===== src/rtl/auction_pkg.sv =====
// Shared types and helpers for the sealed-bid second-price auction engine.
package auction_pkg;

  typedef enum logic [1:0] {
    StIdle,
    StCollect,
    StResult
  } state_e;

  // Bidder index width. Clamped to at least one bit so the index ports stay legal.
  function automatic int unsigned idx_width(input int unsigned n);
    return (n > 1) ? $clog2(n) : 1;
  endfunction

endpackage


===== src/rtl/auction_top2_update.sv =====
// Combinational update of the running top-two bid tracker with one new bid.
// Strictly higher values win; equal values go to the lower bidder index, and
// the displaced leader becomes the runner-up.
module auction_top2_update
  import auction_pkg::*;
#(
  parameter int unsigned W    = 16,
  parameter int unsigned IDXW = 2
) (
  input  logic [2*W+IDXW-1:0] cur,
  input  logic [IDXW-1:0]     id,
  input  logic [W-1:0]        value,
  output logic [2*W+IDXW-1:0] nxt
);

  typedef struct packed {
    logic [W-1:0]    max1;
    logic [W-1:0]    max2;
    logic [IDXW-1:0] id1;
  } top2_t;

  top2_t c;
  top2_t n;

  // Insert the new bid into the leader / runner-up pair.
  always_comb begin
    c = cur;
    n = c;
    if ((value > c.max1) || ((value == c.max1) && (id < c.id1))) begin
      n.max2 = c.max1;
      n.max1 = value;
      n.id1  = id;
    end else if (value > c.max2) begin
      n.max2 = value;
    end
    nxt = n;
  end

endmodule


===== src/rtl/auction_vickrey_seq.sv =====
// Sequential N-bidder Vickrey auction: collects streamed bids, tracks the top
// two, then presents winner and second price on a held valid/ready result port.
module auction_vickrey_seq
  import auction_pkg::*;
#(
  parameter int unsigned  N    = 4,
  parameter int unsigned  W    = 16,
  localparam int unsigned IDXW = idx_width(N)
) (
  input  logic            clk,
  input  logic            rst_n,
  input  logic            start,
  input  logic            close,
  input  logic            bid_valid,
  output logic            bid_ready,
  input  logic [IDXW-1:0] bid_id,
  input  logic [W-1:0]    bid_value,
  output logic            res_valid,
  input  logic            res_ready,
  output logic [IDXW-1:0] res_winner,
  output logic [W-1:0]    res_price,
  output logic            res_nobid,
  output logic            res_err,
  output logic            busy
);

  typedef struct packed {
    logic [W-1:0]    max1;
    logic [W-1:0]    max2;
    logic [IDXW-1:0] id1;
  } top2_t;

  localparam logic [IDXW:0] NumIds = (IDXW + 1)'(N);

  state_e       state_q;
  top2_t        top2_q;
  top2_t        top2_upd;
  top2_t        top2_nxt;
  logic [N-1:0] seen_q;
  logic [N-1:0] seen_nxt;
  logic         err_q;
  logic         err_nxt;
  logic         accept;
  logic         in_range;
  logic         dup;
  logic         take;
  logic         done;

  auction_top2_update #(
    .W    (W),
    .IDXW (IDXW)
  ) u_top2 (
    .cur   (top2_q),
    .id    (bid_id),
    .value (bid_value),
    .nxt   (top2_upd)
  );

  assign bid_ready = (state_q == StCollect);
  assign res_valid = (state_q == StResult);
  assign busy      = (state_q != StIdle);

  // Classify the incoming bid and form next-state collection values.
  always_comb begin
    accept   = bid_valid && bid_ready;
    in_range = ({1'b0, bid_id} < NumIds);
    // in_range gates the mask lookup so an out-of-range index is never used
    dup      = in_range && seen_q[bid_id];
    take     = accept && in_range && !dup;
    seen_nxt = seen_q;
    if (take) begin
      seen_nxt[bid_id] = 1'b1;
    end
    top2_nxt = take ? top2_upd : top2_q;
    err_nxt  = err_q | (accept && !take);
    // A bid arriving with close is folded in before the auction ends
    done     = (state_q == StCollect) && ((take && (&seen_nxt)) || close);
  end

  // Auction FSM with collection state and registered result outputs.
  always_ff @(posedge clk or negedge rst_n) begin
    if (!rst_n) begin
      state_q    <= StIdle;
      top2_q     <= '0;
      seen_q     <= '0;
      err_q      <= 1'b0;
      res_winner <= '0;
      res_price  <= '0;
      res_nobid  <= 1'b0;
      res_err    <= 1'b0;
    end else begin
      case (state_q)
        StIdle: begin
          if (start) begin
            state_q <= StCollect;
            top2_q  <= '0;
            seen_q  <= '0;
            err_q   <= 1'b0;
          end
        end
        StCollect: begin
          top2_q <= top2_nxt;
          seen_q <= seen_nxt;
          err_q  <= err_nxt;
          if (done) begin
            state_q <= StResult;
            // With no nonzero bid there is no real winner; report index 0, price 0
            if (top2_nxt.max1 == '0) begin
              res_winner <= '0;
              res_price  <= '0;
              res_nobid  <= 1'b1;
            end else begin
              res_winner <= top2_nxt.id1;
              res_price  <= top2_nxt.max2;
              res_nobid  <= 1'b0;
            end
            res_err <= err_nxt;
          end
        end
        StResult: begin
          if (res_ready) begin
            state_q <= StIdle;
          end
        end
        default: state_q <= StIdle;
      endcase
    end
  end

endmodule


===== config.mk =====
export PLATFORM = sky130hd
export DESIGN_NAME = auction_vickrey_seq
export DESIGN_NICKNAME = d
export VERILOG_FILES = /design/src/rtl/auction_pkg.sv /design/src/rtl/auction_top2_update.sv /design/src/rtl/auction_vickrey_seq.sv
export SDC_FILE = /design/constraint.sdc
export NUM_CORES = 1
export LEC_CHECK = 0
export CAP_MARGIN = 5
export CORE_MARGIN = 2
export CORE_UTILIZATION = 50
export DETAILED_ROUTE_END_ITERATION = 10
export PLACE_DENSITY = 0.72
export SYNTH_ARGS = -nofsm -noshare
export SYNTH_HDL_FRONTEND = slang
export SYNTH_HIERARCHICAL = 1
export SYNTH_SLANG_ARGS = --single-unit

===== constraint.sdc =====
create_clock -name clk -period 5.4 [get_ports clk]
set_clock_uncertainty 0.15 [all_clocks]
set_input_delay 1.08 -clock clk [delete_from_list [all_inputs] [get_ports clk]]
set_output_delay 1.08 -clock clk [all_outputs]
set_load 0.005 [all_outputs]

==> flow_summary.yaml, run 1 <==
final_layout:
  final_common_cell: "dfrtp_1"
  stdcell_area_mm2: 0.00491
  final_cell_mix: "61 x dfrtp_1, 51 x mux2i_1, 45 x clkdlybuf4s50_1, 36 x inv_1, 33 x ha_1"
  drive_gt1_frac: 0.144
  num_antenna_cells: 0
  syn_to_final_growth_pct: 17.3
  finalNetCount: 498
clock_network:
  clk_pin_slew_worst_paths_ps: 70
  cts_setup_buffers: 0
  clockBufferDepth: 2
  numCtsBuffers: 9
  ctsHoldBuffers: 0
  tritoncts: "yes"
  cts-htree-levels: 3
  cts_sinks: 61
  clk_latency_ps: 350
  cts-root-buf: "clkbuf_8"
  post_cts_resize_count: 0
timing:
  finalHoldViolCount: 0
  rsz0062_at_grt: "no"
  post-route-period-util: 0.888
  setup_viol: 0
  slew_headroom: 0.300
  maxSlewViolCount: 0
  max_freq_ghz: 0.209
  worst_pin_slew_ps: 1050
  finalSetupTns_ps: 0
  fin_crit_ps: 4790
worst_setup_path:
  crit_fanout: 19
  max_stage_delay_ps: 510
  critPathSlowestCell: "clkdlybuf4s50_1"
  critPathBufInv: 2
  cp_top_family: "simple AND/OR/NAND/NOR gates"
  crit_arrival_ps: 4860
  cp.required_ps: 5470
  crit_start: "bid_value[15]"
  critPathKind: "input port to flip-flop"
  worstSetupEndpointType: "flip-flop"
  r2r-start: "top2_q[33]$_DFFE_PN0P_"
  path_cells: "clkdlybuf4s50_1 -> ha_1 -> nand4_1 -> nor4_4 -> a2111oi_2 -> a22oi_4 -> buf_4 -> mux2_4 -> nor4_1 -> nand4_1 -> mux2_4 -> nand2b_4 -> o21ai_0"
  rrSetupSlack_ps: 1430
  reg2reg_to: "res_price[15]$_DFFE_PN0P_"
  worstRegToRegCells: 13
  setup.worst_path.start_class: "input port"
synthesis:
  netlist.area_leader.share: 0.364
  yosysWarnings: 6
  seq_area_frac_synth: 0.364
  async_flop_share: 1.00
  synth_cells: 393
  synth_top_family_by_area: "multiplexers"
  syn-num-nets: 450
  synthTopCellsByArea: "dfrtp_1 36%, mux2i_1 12%, ha_1 9.9%"
  yosys-mux-area-fraction: 0.191
  synthXorXnorAreaFrac: 0
  synth.distinct_cells: 49
  synth_top_cell_by_area: "dfrtp_1"
  synth_fa_ha_area_frac: 0.0985
  synthSimpleGateAreaFrac: 0.100
  synth_compound_area_frac: 0.182
  syn-cell-area_mm2: 0.00419
  synth_seq_cells: 61
  synth_ff_type: "dfrtp_1"
  avgSynthCellArea_um2: 10.7
  synth-edff-count: 0
min_path:
  hold_path.startpoint: "res_price[2]$_DFFE_PN0P_"
  hold-path-cell-count: 2
  holdPathEnd: "res_price[2]$_DFFE_PN0P_"
  worstHoldPathType: "flip-flop to flip-flop"
grt:
  grt_pass1_vias: 3223
  grt_pass1_wl_um: 16000
  track_usage: 0.230
  grt_max_degree: 62
  gr-total-overflow: 0
  grt_antenna_before_repair: 0
die:
  row_count: 33
  core_mm2: 0.00818
  dieArea_mm2: 0.00913
  die_h_um: 95.5
  fp.dieW_um: 95.5
  initial_core_util: 0.513
  ios: 47
place:
  place.gp.congestion: 0.862
  dpl_cell_area_mm2: 0.00472
  port_buffers: 46
  dp_hpwl_um: 7090
detailed_routing:
  drt_iter0_markers: 172
  via_per_inst: 5.89
  wire_per_inst_um: 17.9
  dr_total_vias: 3231
  wirelength_um: 9840
  ant_nets: 0
  drtPass1Iterations: 4
  drc: 0
pwr:
  leakagePower_nw: 2.27
  ir_drop_mv: 0.246
  power_per_cell_area_mw_per_mm2: 556
job:
  cap_viol_max_count: 0
status:
  status: "finished, final reports clean"
[cell type report]
cell class | count | area, µm²
Multi-Input combinational cell | 277 | 2400
Sequential cell | 61 | 1530
Timing Repair Buffer | 55 | 523
Clock inverter | 1 | 30.0
Clock buffer | 13 | 169
Inverter | 37 | 139
Tap cell | 105 | 131
Fill cell | 684 | 3260
[metal layers]
metal | share of wire | track usage | vias to the layer above
li1 | - | - | 1538
met1 | 0.47 | 0.317 | 1608
met2 | 0.47 | 0.367 | 73
met3 | 0.042 | 0.0372 | 12
met4 | 0.015 | 0.0857 | 0
met5 | 0 | 0 | -
[how the worst max path moves through the flow]
stage / cells after the start / slack [ps] / to
2_1_floorplan: 13 / 1370 / res_price[0]$_DFFE_PN0P_
3_3_place_gp: 13 / 390 / res_price[11]$_DFFE_PN0P_
3_5_place_dp: 13 / 290 / res_price[15]$_DFFE_PN0P_
4_1_cts: 13 / 650 / res_price[15]$_DFFE_PN0P_
5_1_grt: 13 / 500 / res_price[11]$_DFFE_PN0P_
6_report: 13 / 610 / res_price[15]$_DFFE_PN0P_
[synthesized netlist by cell type, types with 5 or more instances]
cell type	instances
nand4_1	9
inv_1	36
dfrtp_1	61
a21oi_1	12
mux2_4	14
mux2i_1	51
nor2_1	8
nand2_1	32
buf_2	5
clkbuf_1	6
nand2b_1	5
ha_1	33
a22o_1	31
buf_6	5
nor4_1	9
o31ai_1	6
o21ai_2	10
o21ai_0	11
a21o_1	5
[sequential cells by signal (all words and copies together), names as in the netlist]
signal      count
top2_q         34
res_price      16
seen_q          4
res_winner      2
state_q         2
err_q           1
res_err         1
res_nobid       1
[logic make-up after synthesis]
logic type,Yosys count
compound gates,95
simple gates,78
mux,71
flops,61
buf+inv,55
fa+ha+maj,33
[worst min-delay path: stages, from the launching register on]
cell and delay [ps]:
dfrtp_1 340, nand2_1 60, o21ai_2 50
[through the flow]
| stage | utilization | total power [mW] | hold WS (ps) | instances | worst slack, ps |
|---|---|---|---|---|---|
| 2_1_floorplan | - | 1.90 | 316 | 393 | 1370 |
| 3_3_place_gp | 0.577 | 2.26 | 314 | 535 | 394 |
| 3_5_place_dp | 0.577 | 2.29 | 321 | 535 | 293 |
| 4_1_cts | 0.601 | 2.73 | 336 | 549 | 648 |
| 5_1_grt | 0.601 | 2.91 | 353 | 549 | 497 |
| 6_report | 0.601 | 2.73 | 329 | 549 | 606 |
[where the power goes]
part	switching [mW]	internal (mW)
Sequential	0.172	0.636
Clock	0.180	0.246
Combinational	0.783	0.714
No activity file was read; power rests on OpenSTA's default activity.
==> run 2: changes to the inputs <==
- ABC_AREA: unset -> 1
- PLACE_DENSITY: 0.72 -> 0.71
==> run 2 against run 1 <==
Against the previous run:
- worst hold slack improved by 10 ps
- critical path depth grew 1
- worst setup slack better by 560 ps
- largest cell class unchanged
==> flow_summary.yaml, run 2 <==
place:
  port_buffers: 46
  place_worst_setup_slack_ps: 809
  place.gp.congestion: 0.874
  dpl_cell_area_mm2: 0.00509
  dp_hpwl_um: 8280
pwr:
  power_per_cell_area_mw_per_mm2: 485
  ir_drop_mv: 0.219
  p_total_mw: 2.55
  leakagePower_nw: 2.69
grt:
  grt_antenna_before_repair: 0
  grt_max_degree: 62
  track_usage: 0.248
  grt_pass1_wl_um: 19900
  gr-total-overflow: 0
  grt_pass1_vias: 4176
detailed_routing:
  drc: 0
  drt_iter0_markers: 227
  wirelength_um: 12000
  dr_total_vias: 4317
  via_per_inst: 5.40
  drtPass1Iterations: 5
  wire_per_inst_um: 15.0
  ant_nets: 0
synthesis:
  synth_top_cell_by_area: "dfrtp_1"
  synth-edff-count: 0
  synth.distinct_cells: 35
  synth_top_family_by_area: "simple AND/OR/NAND/NOR gates"
  avgSynthCellArea_um2: 7.19
  yosysMostFrequentCell: "nand2_1"
  synth_cells: 651
  seq_area_frac_synth: 0.326
  syn-cell-area_mm2: 0.00468
  synthXorXnorAreaFrac: 0
  synth_common_cells: "225 x nand2_1, 73 x nand3_1, 68 x inv_1"
  yosys-mux-area-fraction: 0.0299
  synth_compound_area_frac: 0.101
  syn-num-nets: 708
  synthSimpleGateAreaFrac: 0.346
  synth_fa_ha_area_frac: 0.0882
  synth_seq_cells: 61
  synth_ff_type: "dfrtp_1"
  synthTopCellsByArea: "dfrtp_1 33%, nand2_1 18%, ha_1 8.8%"
  yosysWarnings: 6
  async_flop_share: 1.00
  netlist.area_leader.share: 0.326
status:
  status: "finished, final reports clean"
clock_network:
  ctsHoldBuffers: 0
  cts_sinks: 61
  cts-htree-levels: 3
  clockBufferDepth: 2
  cts-root-buf: "clkbuf_8"
  post_cts_resize_count: 0
  numCtsBuffers: 9
  cts_setup_buffers: 0
  clk_latency_ps: 340
  tritoncts: "yes"
  clk_pin_slew_worst_paths_ps: 70
final_layout:
  num_antenna_cells: 0
  fill_cells: 896
  finalNetCount: 741
  final_common_cell: "nand2_1"
  reg_top3: "top2_q: 34 flops, res_price: 16 flops, seen_q: 4 flops"
  stdcell_area_mm2: 0.00525
  syn_to_final_growth_pct: 12.2
  largest_register_ff_count: 34
  top_register: "top2_q"
  post-route-util: 0.574
  drive_gt1_frac: 0.0770
  final_cell_mix: "225 x nand2_1, 73 x nand3_1, 68 x inv_1, 61 x dfrtp_1, 45 x clkdlybuf4s50_1"
worst_setup_path:
  cp_common_cell: "nand2_1"
  crit_fanout: 52
  cp.required_ps: 5480
  worstSetupEndpointType: "flip-flop"
  setup.worst_path.start_class: "input port"
  path_cells: "clkdlybuf4s50_1 -> ha_1 -> a21boi_0 -> o2111ai_2 -> nand2_4 -> o21ai_1 -> nand3_1 -> nand2_1 -> nor2_1 -> nand2_1 -> nor2_1 -> nand2_2 -> nand3_1 -> nand2_1"
  max_stage_delay_ps: 600
  crit_arrival_ps: 4310
  critPathKind: "input port to flip-flop"
  critPathSlowestCell: "clkdlybuf4s50_1"
  rrSetupSlack_ps: 1920
  cp_top_family: "simple AND/OR/NAND/NOR gates"
  critPathBufInv: 1
die:
  core_mm2: 0.00915
  die_h_um: 101
  dieArea_mm2: 0.0101
  fp.dieW_um: 101
  ios: 47
  row_count: 35
  initial_core_util: 0.511
timing:
  max_freq_ghz: 0.236
  setup_ws_ps: 1170
  slew_headroom: 0.324
  finalHoldViolCount: 0
  finalSetupTns_ps: 0
  worst_pin_slew_ps: 1010
  maxSlewViolCount: 0
  setup_viol: 0
  fin_crit_ps: 4230
  rsz0062_at_grt: "no"
  post-route-period-util: 0.783
min_path:
  worstHoldPathType: "flip-flop to flip-flop"
job:
  cap_viol_max_count: 0
run 2: cell types whose count changed after synthesis, sizes merged, moves of 5 or more:
cell,previous run,this run
nand2,32,234
nand3,3,86
o31ai,6,1
nand2b,6,0
buf,12,18
mux2,19,0
mux2i,51,14
nor2,9,39
o21ai,24,41
nor4,10,0
inv,37,72
nand4,10,2
a22o,31,16
run 2: cell families after synthesis:
family | Yosys count
fa+ha+maj | 33
flops | 61
mux | 14
simple gates | 362
buf+inv | 103
compound gates | 78
run 2: cell type report:
class	count	area [µm²]	area share
clock buffers	11	131	0.0250
clock inverters	4	26.3	0.00500
inverters	75	288	0.0548
multi-input cells	487	2650	0.505
flip-flops and latches	61	1530	0.291
well taps	111	139	0.0265
repair buffers	50	485	0.0925
run 2: per-stage QoR:
step,cells,hold WS [ps]
6_report,799,340
3_5_place_dp,784,318
5_1_grt,799,365
4_1_cts,799,342
3_3_place_gp,784,314
2_1_floorplan,651,304
run 2: final timing paths:
kind,startpoint,end,depth (start not counted)
setup / recovery,bid_id[1],res_winner[0]$_DFFE_PN0P_,14
hold / removal,res_price[12]$_DFFE_PN0P_,res_price[12]$_DFFE_PN0P_,2
setup reg to reg,state_q[0]$_DFFE_PN0P_,res_price[9]$_DFFE_PN0P_,13
hold reg to reg,res_price[12]$_DFFE_PN0P_,res_price[12]$_DFFE_PN0P_,2
max in group asynchronous,rst_n,res_price[5]$_DFFE_PN0P_,2
min in group asynchronous,rst_n,top2_q[24]$_DFFE_PN0P_,2
run 2: tightest hold or removal path, cell delays in order (launching register included):
cell and delay (ps):
dfrtp_1 350, nand2_1 50, nand2_1 60
run 2: power by group:
group	leakage (nW)	internal [mW]	switching, mW
Sequential	0.838	0.613	0.147
Clock	0.0792	0.164	0.186
Combinational	1.77	0.522	0.914
Total	2.69	1.30	1.25
run 2: metal layers:
layer	vias up	wire [µm]	global-route usage
li1	2175	-	-
met1	2032	5420	0.328
met2	100	5860	0.426
met3	10	630	0.0305
met4	0	87	0.0727
met5	-	0	0
==> run 3: changes to the inputs <==
- clock period: 5.4 -> 4.3 ns (I/O delays scaled with it)
==> run 3 against run 2 <==
Against the previous run:
- register-to-register slack got worse by 920 ps
- count of clock-buffer cells in the layout is the same
- critical path type unchanged
- flip-flop and latch count unchanged
- wire length is 0.79% higher
==> flow_summary.yaml, run 3 (same netlist as run 2, synthesis figures left out) <==
clock_network:
  tritoncts: "yes"
  cts-htree-levels: 3
  clk_latency_ps: 350
  post_cts_resize_count: 0
  cts_setup_buffers: 0
  numCtsBuffers: 9
  cts_sinks: 61
  clk_pin_slew_worst_paths_ps: 70
  clockBufferDepth: 2
  cts-root-buf: "clkbuf_8"
  ctsHoldBuffers: 0
grt:
  grt_pass1_vias: 4279
  track_usage: 0.255
  grt_pass1_wl_um: 20400
  grt_antenna_before_repair: 0
  grt_max_degree: 50
  gr-total-overflow: 0
worst_setup_path:
  path_cells: "clkdlybuf4s50_1 -> ha_1 -> a21oi_1 -> o21ai_0 -> a21oi_1 -> nand3_2 -> nand2_4 -> o21ai_1 -> nand3_1 -> nand2_1 -> nor2_1 -> nand2_1 -> nor2_1 -> nand2_2 -> nand3_1 -> nand2_1"
  crit_arrival_ps: 3890
  cp_top_family: "simple AND/OR/NAND/NOR gates"
  max_stage_delay_ps: 450
  critPathKind: "input port to flip-flop"
  crit_start: "bid_value[15]"
  critPathSlowestCell: "clkdlybuf4s50_1"
  worstSetupEndpointType: "flip-flop"
  critPathBufInv: 1
  crit_end: "res_winner[0]$_DFFE_PN0P_"
  critical_path_cell_count: 16
  r2r-start: "top2_q[33]$_DFFE_PN0P_"
  cp.required_ps: 4380
  cp_common_cell: "nand2_1"
  reg2reg_to: "res_winner[0]$_DFFE_PN0P_"
  rrSetupSlack_ps: 1000
  worstRegToRegCells: 16
  crit_fanout: 49
  setup.worst_path.start_class: "input port"
detailed_routing:
  dr_total_vias: 4431
  drt_iter0_markers: 268
  drtPass1Iterations: 5
  drc: 0
  wire_per_inst_um: 15.0
  ant_nets: 0
  wirelength_um: 12100
  via_per_inst: 5.49
place:
  port_buffers: 46
  dp_hpwl_um: 8490
  place.gp.congestion: 0.870
timing:
  slew_headroom: 0.403
  finalHoldViolCount: 0
  rsz0062_at_grt: "no"
  worst_pin_slew_ps: 896
  finalSetupTns_ps: 0
  post-route-period-util: 0.886
  maxSlewViolCount: 0
  fin_crit_ps: 3810
  setup_viol: 0
  max_freq_ghz: 0.262
final_layout:
  final_cell_mix: "225 x nand2_1, 73 x nand3_1, 68 x inv_1, 61 x dfrtp_1, 45 x clkdlybuf4s50_1"
  fill_cells: 812
  post-route-util: 0.583
  syn_to_final_growth_pct: 14.1
  num_antenna_cells: 0
  drive_gt1_frac: 0.0891
  final_common_cell: "nand2_1"
  multi_input_area_mm2: 0.00265
  reg_top3: "top2_q: 34 flops, res_price: 16 flops, seen_q: 4 flops"
  largest_register_ff_count: 34
  finalNetCount: 748
  ff_latch_area_mm2: 0.00153
  top_register: "top2_q"
die:
  ios: 47
  initial_core_util: 0.511
  row_count: 35
  die_h_um: 101
  fp.dieW_um: 101
  dieArea_mm2: 0.0101
  core_mm2: 0.00915
pwr:
  ir_drop_mv: 0.324
  leakagePower_nw: 2.73
  power_per_cell_area_mw_per_mm2: 621
job:
  cap_viol_max_count: 0
min_path:
  hold_path.startpoint: "res_price[15]$_DFFE_PN0P_"
  worstHoldPathType: "flip-flop to flip-flop"
status:
  status: "finished, final reports clean"
[run 3: changes by cell type in the layout (fill, tap and decap cells not counted), sizes merged]
cell / change
buf: +7
bufinv: +1
clkinv: -2
clkinvlp: +1
inv: +1
[run 3: report_power, final]
part | internal (mW) | switching [mW] | leakage, nW
sequential | 0.770 | 0.178 | 0.838
clock | 0.285 | 0.248 | 0.0959
combinational | 0.675 | 1.16 | 1.80
[run 3: final cells by class]
class                           count  area share
Clock inverter                      5      0.0110
Timing Repair Buffer               57       0.101
Clock buffer                       11      0.0265
Sequential cell                    61       0.286
Multi-Input combinational cell    487       0.496
Inverter                           75      0.0539
Tap cell                          111      0.0260
[run 3: how the worst min path moves through the flow]
stage,endpoint,slack [ps],depth (start not counted)
finish,res_price[15]$_DFFE_PN0P_,340,2
global route,res_price[10]$_DFFE_PN0P_,360,2
CTS,res_price[9]$_DFFE_PN0P_,340,2
detailed placement,res_price[10]$_DFFE_PN0P_,310,2
global placement,res_price[11]$_DFFE_PN0P_,320,2
floorplan,err_q$_DFFE_PN0P_,300,2
[run 3: tightest hold or removal path, stage by stage, from the launching register on]
cell and delay, ps:
dfrtp_1 350, nand2_1 50, nand2_1 60
[run 3: routing by layer]
layer / share of wire / global-route usage
met5: 0 / 0
met4: 0.018 / 0.104
met3: 0.060 / 0.0388
met2: 0.47 / 0.411
met1: 0.46 / 0.343
[run 3: stage by stage]
step / cell area (µm²) / total power, mW / worst slack (ps) / instances / hold WS [ps]
after floorplan: 4680 / 2.26 / 1300 / 651 / 304
after global placement: 5140 / 2.73 / 216 / 791 / 316
after detailed placement: 5140 / 2.77 / 129 / 791 / 315
after CTS: 5340 / 3.31 / 491 / 807 / 342
after global routing: 5340 / 3.61 / 248 / 807 / 358
final: 5340 / 3.31 / 489 / 807 / 337
